[src/rtl/plot_arbiter.sv]
// Round-robin owner of the single VGA plot port: one drawing engine holds the port
// per job, its pixel stream is forwarded through registers, and a watchdog reclaims stuck grants.
module plot_arbiter #(
    parameter int NUM_REQ = 4,
    parameter int TIMEOUT = 4096
) (
    input  logic                   clk,
    input  logic                   reset,
    input  logic [NUM_REQ-1:0]     req,
    input  logic [NUM_REQ-1:0]     done,
    input  logic [9*NUM_REQ-1:0]   req_x,
    input  logic [8*NUM_REQ-1:0]   req_y,
    input  logic [3*NUM_REQ-1:0]   req_colour,
    input  logic [NUM_REQ-1:0]     req_plot,
    output logic [NUM_REQ-1:0]     grant,
    output logic [8:0]             vga_x,
    output logic [7:0]             vga_y,
    output logic [2:0]             vga_colour,
    output logic                   vga_plot,
    output logic                   busy,
    output logic                   timeout_err,
    output logic [2:0]             timeout_id,
    output logic                   dbg_state
);
    localparam int LW = (NUM_REQ > 1) ? $clog2(NUM_REQ) : 1;
    localparam int WW = (TIMEOUT > 1) ? $clog2(TIMEOUT) : 1;
    localparam logic [NUM_REQ-1:0] ONE_HOT0 = {{(NUM_REQ-1){1'b0}}, 1'b1};

    typedef enum logic {IDLE = 1'b0, ACTIVE = 1'b1} state_t;

    state_t          state_q, state_d;
    logic [LW-1:0]   last, gidx, sel_idx, cand;
    logic            sel_found;
    logic [WW-1:0]   wd;
    logic            wd_hit, rel, to_rel;

    assign busy      = (state_q == ACTIVE);
    assign dbg_state = state_q;

    // Search starts one past the last owner so every pending engine is served before a repeat.
    always_comb begin
        sel_found = 1'b0;
        sel_idx   = last;
        cand      = last;
        for (int k = 1; k <= NUM_REQ; k++) begin
            cand = LW'((int'(last) + k) % NUM_REQ);
            if (!sel_found && req[cand]) begin
                sel_found = 1'b1;
                sel_idx   = cand;
            end
        end
    end

    always_comb begin
        state_d = state_q;
        wd_hit  = (wd == WW'(TIMEOUT - 1));
        rel     = 1'b0;
        to_rel  = 1'b0;
        case (state_q)
            IDLE: begin
                if (sel_found) state_d = ACTIVE;
            end
            ACTIVE: begin
                rel    = done[gidx] || !req[gidx] || wd_hit;
                // A completion or abandon landing on the last allowed cycle is not an error.
                to_rel = wd_hit && !done[gidx] && req[gidx];
                if (rel) state_d = IDLE;
            end
            default: state_d = IDLE;
        endcase
    end

    always_ff @(posedge clk) begin
        if (reset) begin
            state_q     <= IDLE;
            last        <= LW'(NUM_REQ - 1);
            gidx        <= '0;
            wd          <= '0;
            grant       <= '0;
            vga_x       <= '0;
            vga_y       <= '0;
            vga_colour  <= '0;
            vga_plot    <= 1'b0;
            timeout_err <= 1'b0;
            timeout_id  <= '0;
        end else begin
            state_q <= state_d;
            case (state_q)
                IDLE: begin
                    vga_plot <= 1'b0;
                    if (sel_found) begin
                        grant <= ONE_HOT0 << sel_idx;
                        gidx  <= sel_idx;
                        wd    <= '0;
                    end
                end
                ACTIVE: begin
                    if (rel) begin
                        grant    <= '0;
                        last     <= gidx;
                        vga_plot <= 1'b0;
                        if (to_rel) begin
                            timeout_err <= 1'b1;
                            timeout_id  <= 3'(gidx);
                        end
                    end else begin
                        vga_x      <= req_x[9*gidx +: 9];
                        vga_y      <= req_y[8*gidx +: 8];
                        vga_colour <= req_colour[3*gidx +: 3];
                        vga_plot   <= req_plot[gidx];
                        wd         <= wd + WW'(1);
                    end
                end
                default: ;
            endcase
        end
    end
endmodule

[config.mk]
export PLATFORM = sky130hd
export DESIGN_NAME = plot_arbiter
export DESIGN_NICKNAME = d
export VERILOG_FILES = /design/src/rtl/plot_arbiter.sv
export SDC_FILE = /design/constraint.sdc
export NUM_CORES = 1
export LEC_CHECK = 0
export ABC_CLOCK_PERIOD_IN_PS = 2350
export CAP_MARGIN = 20
export CORE_ASPECT_RATIO = 0.8
export CORE_MARGIN = 1
export CORE_UTILIZATION = 36
export DETAILED_ROUTE_END_ITERATION = 10
export PLACE_DENSITY = 0.77
export SYNTH_ARGS = -nofsm -noshare
export SYNTH_HDL_FRONTEND = slang
export SYNTH_SLANG_ARGS = --single-unit
export TNS_END_PERCENT = 20
[constraint.sdc]
create_clock -name clk -period 2.35 [get_ports clk]
set_clock_uncertainty 0.1 [all_clocks]
set_input_delay 0.47 -clock clk [delete_from_list [all_inputs] [get_ports clk]]
set_output_delay 0.47 -clock clk [all_outputs]
set_load 0.1 [all_outputs]
==> out/metrics.csv, run 1 <==
stage;metric;value;unit
outcome;status;finished, final reports clean;
worst_setup_path;cp-start-kind;input port;
synth;syn-num-nets;357;
clock_network;clkLatencyLatePin;0.30;ns
worst_setup_path;crit_arrival;2.35;ns
timing;rsz0062_at_grt;no;
routing;wl_per_cell;13.86;microns
timing;final.period_utilization;94.59;%
floorplanning;die-area;6963;sq um
worst_setup_path;cp_max_fo;5;
worst_setup_path;cp_num_buf_inv;2;
clock_network;cts.clk_slew.worst_paths;0.08;ns
timing;fmax;449.9;MHz
worst_setup_path;cp_top_family;simple AND/OR/NAND/NOR gates;
grt;grt_pass1_wl;10230;microns
synth;async_flop_share;0;%
layout;regArea;903.4;sq um
worst_setup_path;reg2reg_from;gidx[1]$_SDFFE_PP0P_;
clock_network;postCtsHoldBufs;0;
power_and_ir_drop;finalPower;2094;uW
timing;min_period;2.223;ns
routing;drt-pass1-iter-count;4;
synth;ys_seq_area_share;37.74;%
layout;nNetsFinal;488;
power_and_ir_drop;p_leak;0.001509;uW
grt;track_usage;18.79;%
clock_network;cts_tree;built;
synth;synth_top_family_by_area;multiplexers;
routing;vias;2404;
worst_hold_path;min_path_type;reg2reg;
synth;yosys.area.top_type;dfxtp_1;
clock_network;numCtsBuffers;5;
timing;maxSlewViolCount;0;
layout;final_common_cell;clkdlybuf4s50_1;
synth;synth_fa_ha_area_share;0.5241;%
placement;portBuffers;123;
synth;synth_top_area_share;37.74;%
placement;hpwl;4930;microns
synth;yosysWarnings;0;
worst_hold_path;holdPathStages;2;
timing;fin_tns_setup;0;ns
power_and_ir_drop;power_density;539.2;nW/um^2
clock_network;cts.sinks;45;
layout;multiInputGateArea;1400;sq um
grt;grt_pass1_vias;2312;
synth;synth_cell_type_count;33;
routing;drtAntennaViolNets;0;
timing;timing.hold.ws;0.3603;ns
worst_hold_path;min_to;vga_x[3]$_SDFFE_PP0P_;
layout;num-fill-cells;541;
synth;synth_area_leaders;dfxtp_1 (38%), mux4_2 (21%), a21oi_1 (8.2%);
routing;routed_via_density;5.029;
synth;syn_area;2387;sq um
routing;drt_iter0_markers;58;
power_and_ir_drop;irDropWorstVdd;0.0002295;V
synth;yosys.area_share.simple;21.65;%
worst_hold_path;hold_path.startpoint;vga_x[3]$_SDFFE_PP0P_;
grt;grt_max_degree;39;
floorplanning;io_pins;125;
floorplanning;die_width;93.05;microns
grt;grt_overflow_total;0;
clock_network;clockBufferDepth;2;
layout;antennaDiodeCount;0;
timing;finalHoldViolCount;0;
synth;synth_compound_area_share;11.48;%
floorplanning;initial_core_util;37.25;%
worst_setup_path;crit_type;in2reg;
routing;drcViolationCount;0;
timing;setup_viol;0;
floorplanning;core;6409;sq um
worst_setup_path;crit_path_max_incr_delay;0.53;ns
worst_setup_path;ff2ff_setup_slack;0.16;ns
synth;synth_edf_count;0;
synth;synthCells;262;
clock_network;cts_root_buf;clkbuf_8;
job;drv_cap;0;
synth;synthMuxAreaShare;22.01;%
routing;routed_wl;6624;microns
worst_setup_path;slowest_stage;or4_4;
layout;final_cell_mix;clkdlybuf4s50_1 (85), buf_4 (51), nand2_1 (49);
synth;synth_xor_area_share;0.7338;%
placement;place_congestion;0.7950;
synth;ys_ff_latch;45;
synth;ys.flop_type;dfxtp_1;
floorplanning;die_height;74.84;microns
synth;synth_area_per_cell;9.112;sq um
worst_setup_path;r2r-end;wd[7]$_SDFFE_PP0P_;
grt;antenna_found_initial;0;
worst_setup_path;worstPathRequired;2.48;ns
worst_setup_path;rr_worst_depth;5;
floorplanning;core.rowCount;26;
layout;area_growth_syn_to_layout;62.68;%
clock_network;cts-htree-levels;2;
layout;drive_gt1_share;23.60;%
worst_setup_path;crit_chain;dlymetal6s2s_1 -> nand2b_4 -> mux4_2 -> or4_4 -> buf_4 -> or3_1 -> a21oi_1;
worst_setup_path;end_kind;flop;
[tightest hold or removal path, cell delays in order, from the launching register on]
cell     delay, ns
dfxtp_1       0.32
nand2_1       0.05
a21oi_1       0.05
[worst max path at each step]
stage | from | slack (ns) | depth (start not counted) | to
after floorplan | done[3] | 0.03 | 6 | wd[5]$_SDFFE_PP0P_
after global placement | req[3] | -0.39 | 6 | wd[5]$_SDFFE_PP0P_
after detailed placement | req[3] | -0.44 | 6 | wd[7]$_SDFFE_PP0P_
after CTS | req[3] | 0.007 | 6 | wd[7]$_SDFFE_PP0P_
after global routing | gidx[1]$_SDFFE_PP0P_ | 0.08 | 4 | wd[5]$_SDFFE_PP0P_
final | done[3] | 0.13 | 7 | wd[7]$_SDFFE_PP0P_
[cells in the mapped netlist, drive strengths merged, types with 2 or more instances]
master / number
a21oi: 39
nor3b: 2
dfxtp: 45
mux2i: 3
nand2: 50
nand3: 10
nor2: 13
or4: 3
or3: 9
buf: 6
o21ai: 7
nand2b: 6
nor3: 6
o211ai: 2
clkbuf: 15
nand4: 3
inv: 6
nand3b: 4
mux4: 22
[per-stage QoR]
stage	setup slack, ns	cells	util [%]	cell area (sq um)
2_1_floorplan	0.03496	262	-	2389
3_3_place_gp	-0.3889	467	57.69	3697
3_5_place_dp	-0.4384	467	57.69	3697
4_1_cts	0.006984	475	59.37	3805
5_1_grt	0.07979	478	60.60	3884
6_report	0.1271	478	60.60	3884
[sequential cells by signal, summed over array words and instances (netlist names)]
register and count:
timeout_err 1, grant 4, gidx 2, busy 1
vga_x 9, wd 12, vga_colour 3, vga_plot 1
vga_y 8, timeout_id 2, last 2
[timing repair]
| action | CTS | global route |
|---|---|---|
| setup buffers | 0 | 3 |
| pin swaps | 1 | 4 |
| gates resized for setup | 2 | 15 |
| setup endpoints to repair | 8 | 7 |
[area by class of cell]
class | instances | area share, %
multi-input combinational | 190 | 36.05
clock buffer | 6 | 2.126
timing repair buffer | 145 | 34.86
tap | 84 | 2.706
sequential | 45 | 23.26
clock inverter | 2 | 0.4188
inverter | 6 | 0.5799
[power breakdown]
group          internal [uW]  total, uW  switching (uW)  leakage [uW]
Sequential               799        828            28.5      0.000366
Clock                    242        512             270     0.0000478
Combinational            348        754             406       0.00110
Total                   1390       2090             705       0.00151
[routing by layer]
metal  share of wire (%)  GRT usage, %
met5                   0             0
met4                0.89         5.470
met3                 6.8         5.253
met2                  49         32.03
met1                  44         23.66
[cell families after synthesis]
logic type | count (synthesis)
compound gates | 52
xor+xnor | 2
fa+ha+maj | 1
buf+inv | 27
flops | 45
mux | 25
other cells | 1
simple gates | 109
Note: power is estimated with default switching activity, not from simulation.
==> run 2: changes to the inputs <==
Settings changed: CORE_MARGIN 1 to default, CORE_UTILIZATION 36 to 45, DONT_BUFFER_PORTS from default to 1, PLACE_DENSITY 0.77 to default.
==> out/metrics.csv, run 2 (synthesis results as in run 1) <==
stage;metric;value;unit;change
clock_network;clkLatencyLatePin;0.29;ns;was 0.30 ns
power_and_ir_drop;power_frac_comb;29.6;%;was 36.0%
power_and_ir_drop;power.internal;1228;uW;was 1389 uW
timing;tightest_slew;0.5463;ns;
routing;routed_via_density;5.704;;was 5.029
timing;fin_tns_setup;0;ns;unchanged
grt;grt_overflow_total;0;;unchanged
clock_network;cts-htree-levels;2;;unchanged
placement;placedCellCount;343;;was 467
outcome;status;finished, final reports clean;;unchanged
clock_network;numCtsBuffers;5;;unchanged
layout;regMostFlops;wd;;unchanged
placement;place_congestion;0.7813;;was 0.7950
power_and_ir_drop;clkPwrFrac;26.6;%;was 24.5%
worst_setup_path;reg2reg_from;gidx[1]$_SDFFE_PP0P_;;unchanged
floorplanning;die_height;67.15;microns;was 74.84 microns
routing;drcViolationCount;0;;unchanged
floorplanning;core;5065;sq um;was 6409 sq um
power_and_ir_drop;irDropWorstVdd;0.0003102;V;was 0.0002295 V
clock_network;cts_tree;built;;unchanged
layout;num-fill-cells;452;;was 541
grt;grt_max_degree;40;;was 39
placement;hpwl;3984;microns;was 4930 microns
worst_setup_path;ff2ff_setup_slack;0.21;ns;was 0.16 ns
job;drv_cap;0;;unchanged
clock_network;cts.clk_slew.worst_paths;0.09;ns;was 0.08 ns
worst_setup_path;end_kind;flop;;unchanged
clock_network;cts.sinks;45;;unchanged
clock_network;cts_resized;0;;was 2
timing;finalHoldViolCount;0;;unchanged
layout;final_cell_mix;nand2_1 (50), dfxtp_1 (43), buf_4 (40);;was clkdlybuf4s50_1 (85), buf_4 (51), nand2_1 (49)
floorplanning;initial_core_util;47.13;%;was 37.25%
worst_setup_path;crit_type;reg2reg;;was in2reg
floorplanning;die_width;83.44;microns;was 93.05 microns
worst_setup_path;cp-start-kind;flop;;was input port
layout;nNetsFinal;383;;was 488
grt;grt_pass1_wl;8487;microns;was 10230 microns
layout;antennaDiodeCount;0;;unchanged
timing;final.period_utilization;91.05;%;was 94.59%
worst_hold_path;min_path_type;in2reg;;was reg2reg
routing;vias;2002;;was 2404
floorplanning;core.rowCount;23;;was 26
power_and_ir_drop;pwr-share-seq;43.7;%;was 39.5%
layout;finalNonFillerCells;351;;was 478
floorplanning;die-area;5602;sq um;was 6963 sq um
worst_setup_path;worstPathRequired;2.49;ns;was 2.48 ns
routing;wl_per_cell;15.46;microns;was 13.86 microns
routing;drt-pass1-iter-count;4;;unchanged
grt;antenna_found_initial;0;;unchanged
worst_setup_path;r2r-end;wd[2]$_SDFFE_PP0P_;;was wd[7]$_SDFFE_PP0P_
clock_network;clockBufferDepth;2;;unchanged
grt;grt_pass1_vias;1851;;was 2312
timing;maxSlewViolCount;0;;unchanged
worst_setup_path;cp_max_fo;12;;was 5
layout;final_common_cell;nand2_1;;was clkdlybuf4s50_1
timing;relSlewSlack;63.88;%;
power_and_ir_drop;p_switching;645.6;uW;was 704.8 uW
timing;min_period;2.140;ns;was 2.223 ns
clock_network;postCtsHoldBufs;0;;unchanged
worst_setup_path;cp-startpoint;gidx[1]$_SDFFE_PP0P_;;was done[3]
timing;rsz0062_at_grt;no;;unchanged
layout;largest_reg_flops;12;;unchanged
clock_network;cts_root_buf;clkbuf_8;;unchanged
layout;top_regs;wd: 12 flops, vga_x: 9 flops, vga_y: 8 flops;;unchanged
timing;fmax;467.4;MHz;was 449.9 MHz
power_and_ir_drop;p_leak;0.0009885;uW;was 0.001509 uW
worst_setup_path;crit_arrival;2.28;ns;was 2.35 ns
clock_network;cts_setup_buffers;0;;unchanged
routing;drt_iter0_markers;102;;was 58
layout;regArea;903.4;sq um;unchanged
routing;routed_wl;5427;microns;was 6624 microns
layout;multiInputGateArea;1355;sq um;was 1400 sq um
routing;drtAntennaViolNets;0;;unchanged
worst_setup_path;rr_worst_depth;4;;was 5
layout;drive_gt1_share;25.26;%;was 23.60%
power_and_ir_drop;swShare;34.46;%;was 33.66%
layout;area_growth_syn_to_layout;15.41;%;was 62.68%
grt;track_usage;19.03;%;was 18.79%
timing;setup_viol;0;;unchanged
power_and_ir_drop;power_density;679.9;nW/um^2;was 539.2 nW/um^2
worst_setup_path;cp-endpoint;wd[2]$_SDFFE_PP0P_;;was wd[7]$_SDFFE_PP0P_
placement;portBuffers;0;;was 123
floorplanning;io_pins;125;;unchanged
## run 2: cell count changes in the layout (fill, tap and decap cells not counted), moves of 2 or more
cell	change
clkdlybuf4s50_1	-85
buf_4	-11
dlymetal6s2s_1	-8
nand2b_1	+4
nand2b_4	-4
or4_1	+2
or4_4	-2
## run 2: critical path: stages, from the launching register on
cell and delay [ns]:
dfxtp_1 0.36, mux4_2 0.54, or3_1 0.49, or4_1 0.52
nand2_1 0.08
## run 2: through the flow
| step | instance area, sq um | total power (uW) | setup WS (ns) | util, % | hold slack [ns] |
|---|---|---|---|---|---|
| global placement | 2659 | 1395 | 0.03943 | 52.50 | 0.3388 |
| CTS | 2755 | 1897 | 0.2008 | 54.40 | 0.1198 |
| global route | 2755 | 1963 | 0.1123 | 54.40 | 0.1151 |
| floorplan | 2389 | 1316 | 0.03496 | - | 0.3512 |
| detailed placement | 2659 | 1397 | 0.02021 | 52.50 | 0.3447 |
| finish | 2755 | 1873 | 0.2104 | 54.40 | 0.1347 |
## run 2: per-layer routing
layer	GRT usage (%)	vias to the layer above	share of wire [%]
li1	-	985	-
met1	25.19	940	45
met2	30.64	73	47
met3	5.623	4	6.9
met4	5.720	0	0.59
met5	0	-	0
## run 2: final cells by class
cell class / count / area share (%)
clock inverters: 2 / 0.4995
repair buffers: 40 / 10.90
clock buffers: 6 / 2.997
inverters: 6 / 0.8174
flip-flops and latches: 45 / 32.79
well taps: 62 / 2.816
multi-input cells: 190 / 49.18
## run 2: power groups by stage
stage / clock [uW] / sequential, uW / combinational, uW
finish: 499 / 819 / 555
detailed placement: 0 / 838 / 559
floorplan: 0 / 1030 / 291
global placement: 0 / 837 / 557
global route: 550 / 825 / 587
CTS: 518 / 820 / 559
## run 2: worst min path at each step
stage               cells past startpoint                    end  slack [ns]             startpoint
floorplan                               2     wd[1]$_SDFFE_PP0P_        0.35     wd[1]$_SDFFE_PP0P_
global placement                        2  vga_y[5]$_SDFFE_PP0P_        0.34  vga_y[5]$_SDFFE_PP0P_
detailed placement                      2  vga_x[4]$_SDFFE_PP0P_        0.34  vga_x[4]$_SDFFE_PP0P_
CTS                                     1        busy$_SDFF_PP0_        0.12                  reset
global route                            1        busy$_SDFF_PP0_        0.12                  reset
finish                                  1        busy$_SDFF_PP0_        0.13                  reset
==> edit, RTL diff (settings of run 1) <==
Change the parameter `NUM_REQ` from 4 to 8.
--- a/src/rtl/plot_arbiter.sv
+++ b/src/rtl/plot_arbiter.sv
@@ -2,5 +2,5 @@
 // per job, its pixel stream is forwarded through registers, and a watchdog reclaims stuck grants.
 module plot_arbiter #(
-    parameter int NUM_REQ = 4,
+    parameter int NUM_REQ = 8,
     parameter int TIMEOUT = 4096
 ) (
Interface: changed (7 resized); port bits go from 125 to 221. No check against the original RTL was run, so the function may have changed too.
==> edit against run 1 <==
The flow now finishes with violations (negative setup slack). Combinational power rose to 7.9 times the old value. Area after synthesis grew 77%. Power increased to 3.8 times the old value. Sequential cell count is 7 higher. Wire length grew 140%. Design area increased by 91%. Sequential share of layout area decreased by 9.1 points. Worst setup slack worse by 770 ps. Critical endpoint is now grant[3].
==> edit: results (changes against run 1) <==
Cells and area
  • Share of layout cells above drive strength 1: 35.3% (+12 points)
  • Final #Nets: 856 (+75%)
  • Antenna Diode Count: 0 (unchanged)
  • Biggest regs: wd (12), vga_x (9)
  • Fillers: 902 (+67%)

Clock tree
  • Postcts setup bufs: 6 (+6)
  • Resize count post-CTS: 38 (+36)
  • Num CTS Buffers: 5 (unchanged)
  • H-tree depth: 2 (unchanged)
  • Maximum root-to-sink buffer count: 2 (unchanged)
  • Clock root buffer: clkbuf_16
  • Clk pin slew, worst setup/hold paths: 70 ps
  • Clk_lat worst skew: 300 ps (about the same)

Logic synthesis
  • Synth async-reset ratio: 0% (unchanged)
  • Syn_nets: 584 (+64%)
  • Mux cell area share after synthesis: 38.0% (+16 points)
  • Yosys warning total: 0 (unchanged)
  • Commonest cells post-synth: dfxtp_1, mux4_2, nor2_1, mux2i_1, a211oi_1
  • Synth Area in XOR/XNOR: 3.97% (+3.2 points)
  • Synth top area cells: mux4_2, dfxtp_1, mux2i_1
  • Synth Area in Compound Gates: 16.7% (+5.2 points)
  • Synth Flop Type: dfxtp_1
  • Seq/Total Area, Yosys: 24.7% (-13 points)
  • Synth cell types: 61 (+85%)
  • Synthesized-area fraction occupied by adder cells: 0.890% (+0.37 points)

Placed design
  • Final RePlAce weighted congestion: 0.925 (+16%)
  • DP HPWL: 13,300 um (+170%)
  • Worst slack, placed: -1030 ps (-596 ps)
  • PortBufs: 220 (+79%)

Route
  • Routed via count: 4,520 (+88%)
  • Iter 0 DRT Violations: 247 (+330%)
  • Drt wl/cell: 19.9 um (+44%)
  • DRT Pass-1 Iters: 4 (unchanged)

Timing
  • Relative slew margins: 58.1%
  • Final TNS setup: -13,230 ps (-13,230 ps)
  • Worst Slack Setup Final: -646 ps (-773 ps)
  • Setup-failing EPs final: 24 (+24)

Setup path
  • CP max stage cell: dfxtp_2
  • CP max FO: 8 (+3)
  • Crit-path max cell delay: 350 ps (-180 ps)
  • Critical path origin: last[1]

Power
  • Combinational Power Share: 75.1% (+39 points)
  • Switching pwr: 3640 uW (+420%)
  • Peak VDD IR: 0.596 mV (+160%)
  • P_leak: 0.00281 uW (+86%)
  • Clock group share of total power: 9.2% (-15 points)

Status
  • Run status: finished, violations left
  • Violated checks: negative setup slack

Global route
  • Pin count of the biggest net entering global routing: 46 (+18%)
  • Vias in the first global route: 4,740 (+110%)
  • GRT Total Usage: 27.2% (+8.4 points)
  • Initial antenna violation count: 0 (unchanged)
  • First-pass GRT wire length: 24,900 um (+140%)

Hold path
  • Worst Hold Class: reg -> reg
  • Hold Crit Start: timeout_err
-- edit: cell types whose count changed in the layout (fill, tap and decap cells not counted), moves of 10 or more --
cell,delta
mux4_2,+30
buf_4,+49
nor2_1,+27
xor2_1,+10
nand2_1,-29
clkdlybuf4s50_1,+92
a211oi_1,+21
a21oi_1,-35
mux2i_1,+29
-- edit: cells by family after synthesis --
group,after synthesis
compound gates,84
xor+xnor,17
buf+inv,46
simple gates,99
fa+ha+maj,3
mux,94
flops,52
-- edit: area by class of cell --
cell class	instances	area (um2)	area share, %
Tap cell	144	180	2.42
Clock inverter	3	18.8	0.252
Inverter	12	57.6	0.774
Multi-Input combinational cell	297	3210	43.2
Sequential cell	52	1050	14.1
Clock buffer	5	125	1.68
Timing Repair Buffer	299	2790	37.6
-- edit: final timing paths --
path	cells after the start	slack (ps)	to
max	11	-650	grant[3]
min	2	370	timeout_err
max reg2reg	11	-650	grant[3]
min reg2reg	2	370	timeout_err
-- edit: critical path, delay by kind of cell (launching register included) --
kind                       cells  cell delay (ps)
muxes                          2              550
AOI/OAI and AO/OA              3              620
DFF                            1              350
buffers and inverters          2              200
and+or+nand+nor                3              780
adders and majority gates      1              330
-- edit: per-stage QoR --
step           power, uW  hold slack [ps]  util (%)  cells  instance area [um2]
2_1_floorplan       4910              372         -    395                 4310
3_3_place_gp        6590              337      63.0    796                 7020
3_5_place_dp        6670              355      63.0    796                 7020
4_1_cts             7740              365      66.0    811                 7360
5_1_grt             8310              390      66.7    812                 7440
6_report            7890              366      66.7    812                 7440
-- edit: layer usage --
metal  wire, um  vias to the layer above  global-route usage, %
met3       1100                       24                   5.15
met1       6640                     2214                   35.7
met5          0                        -                      0
met4        350                        0                   7.88
li1           -                     2106                      -
met2       8060                      176                   45.5
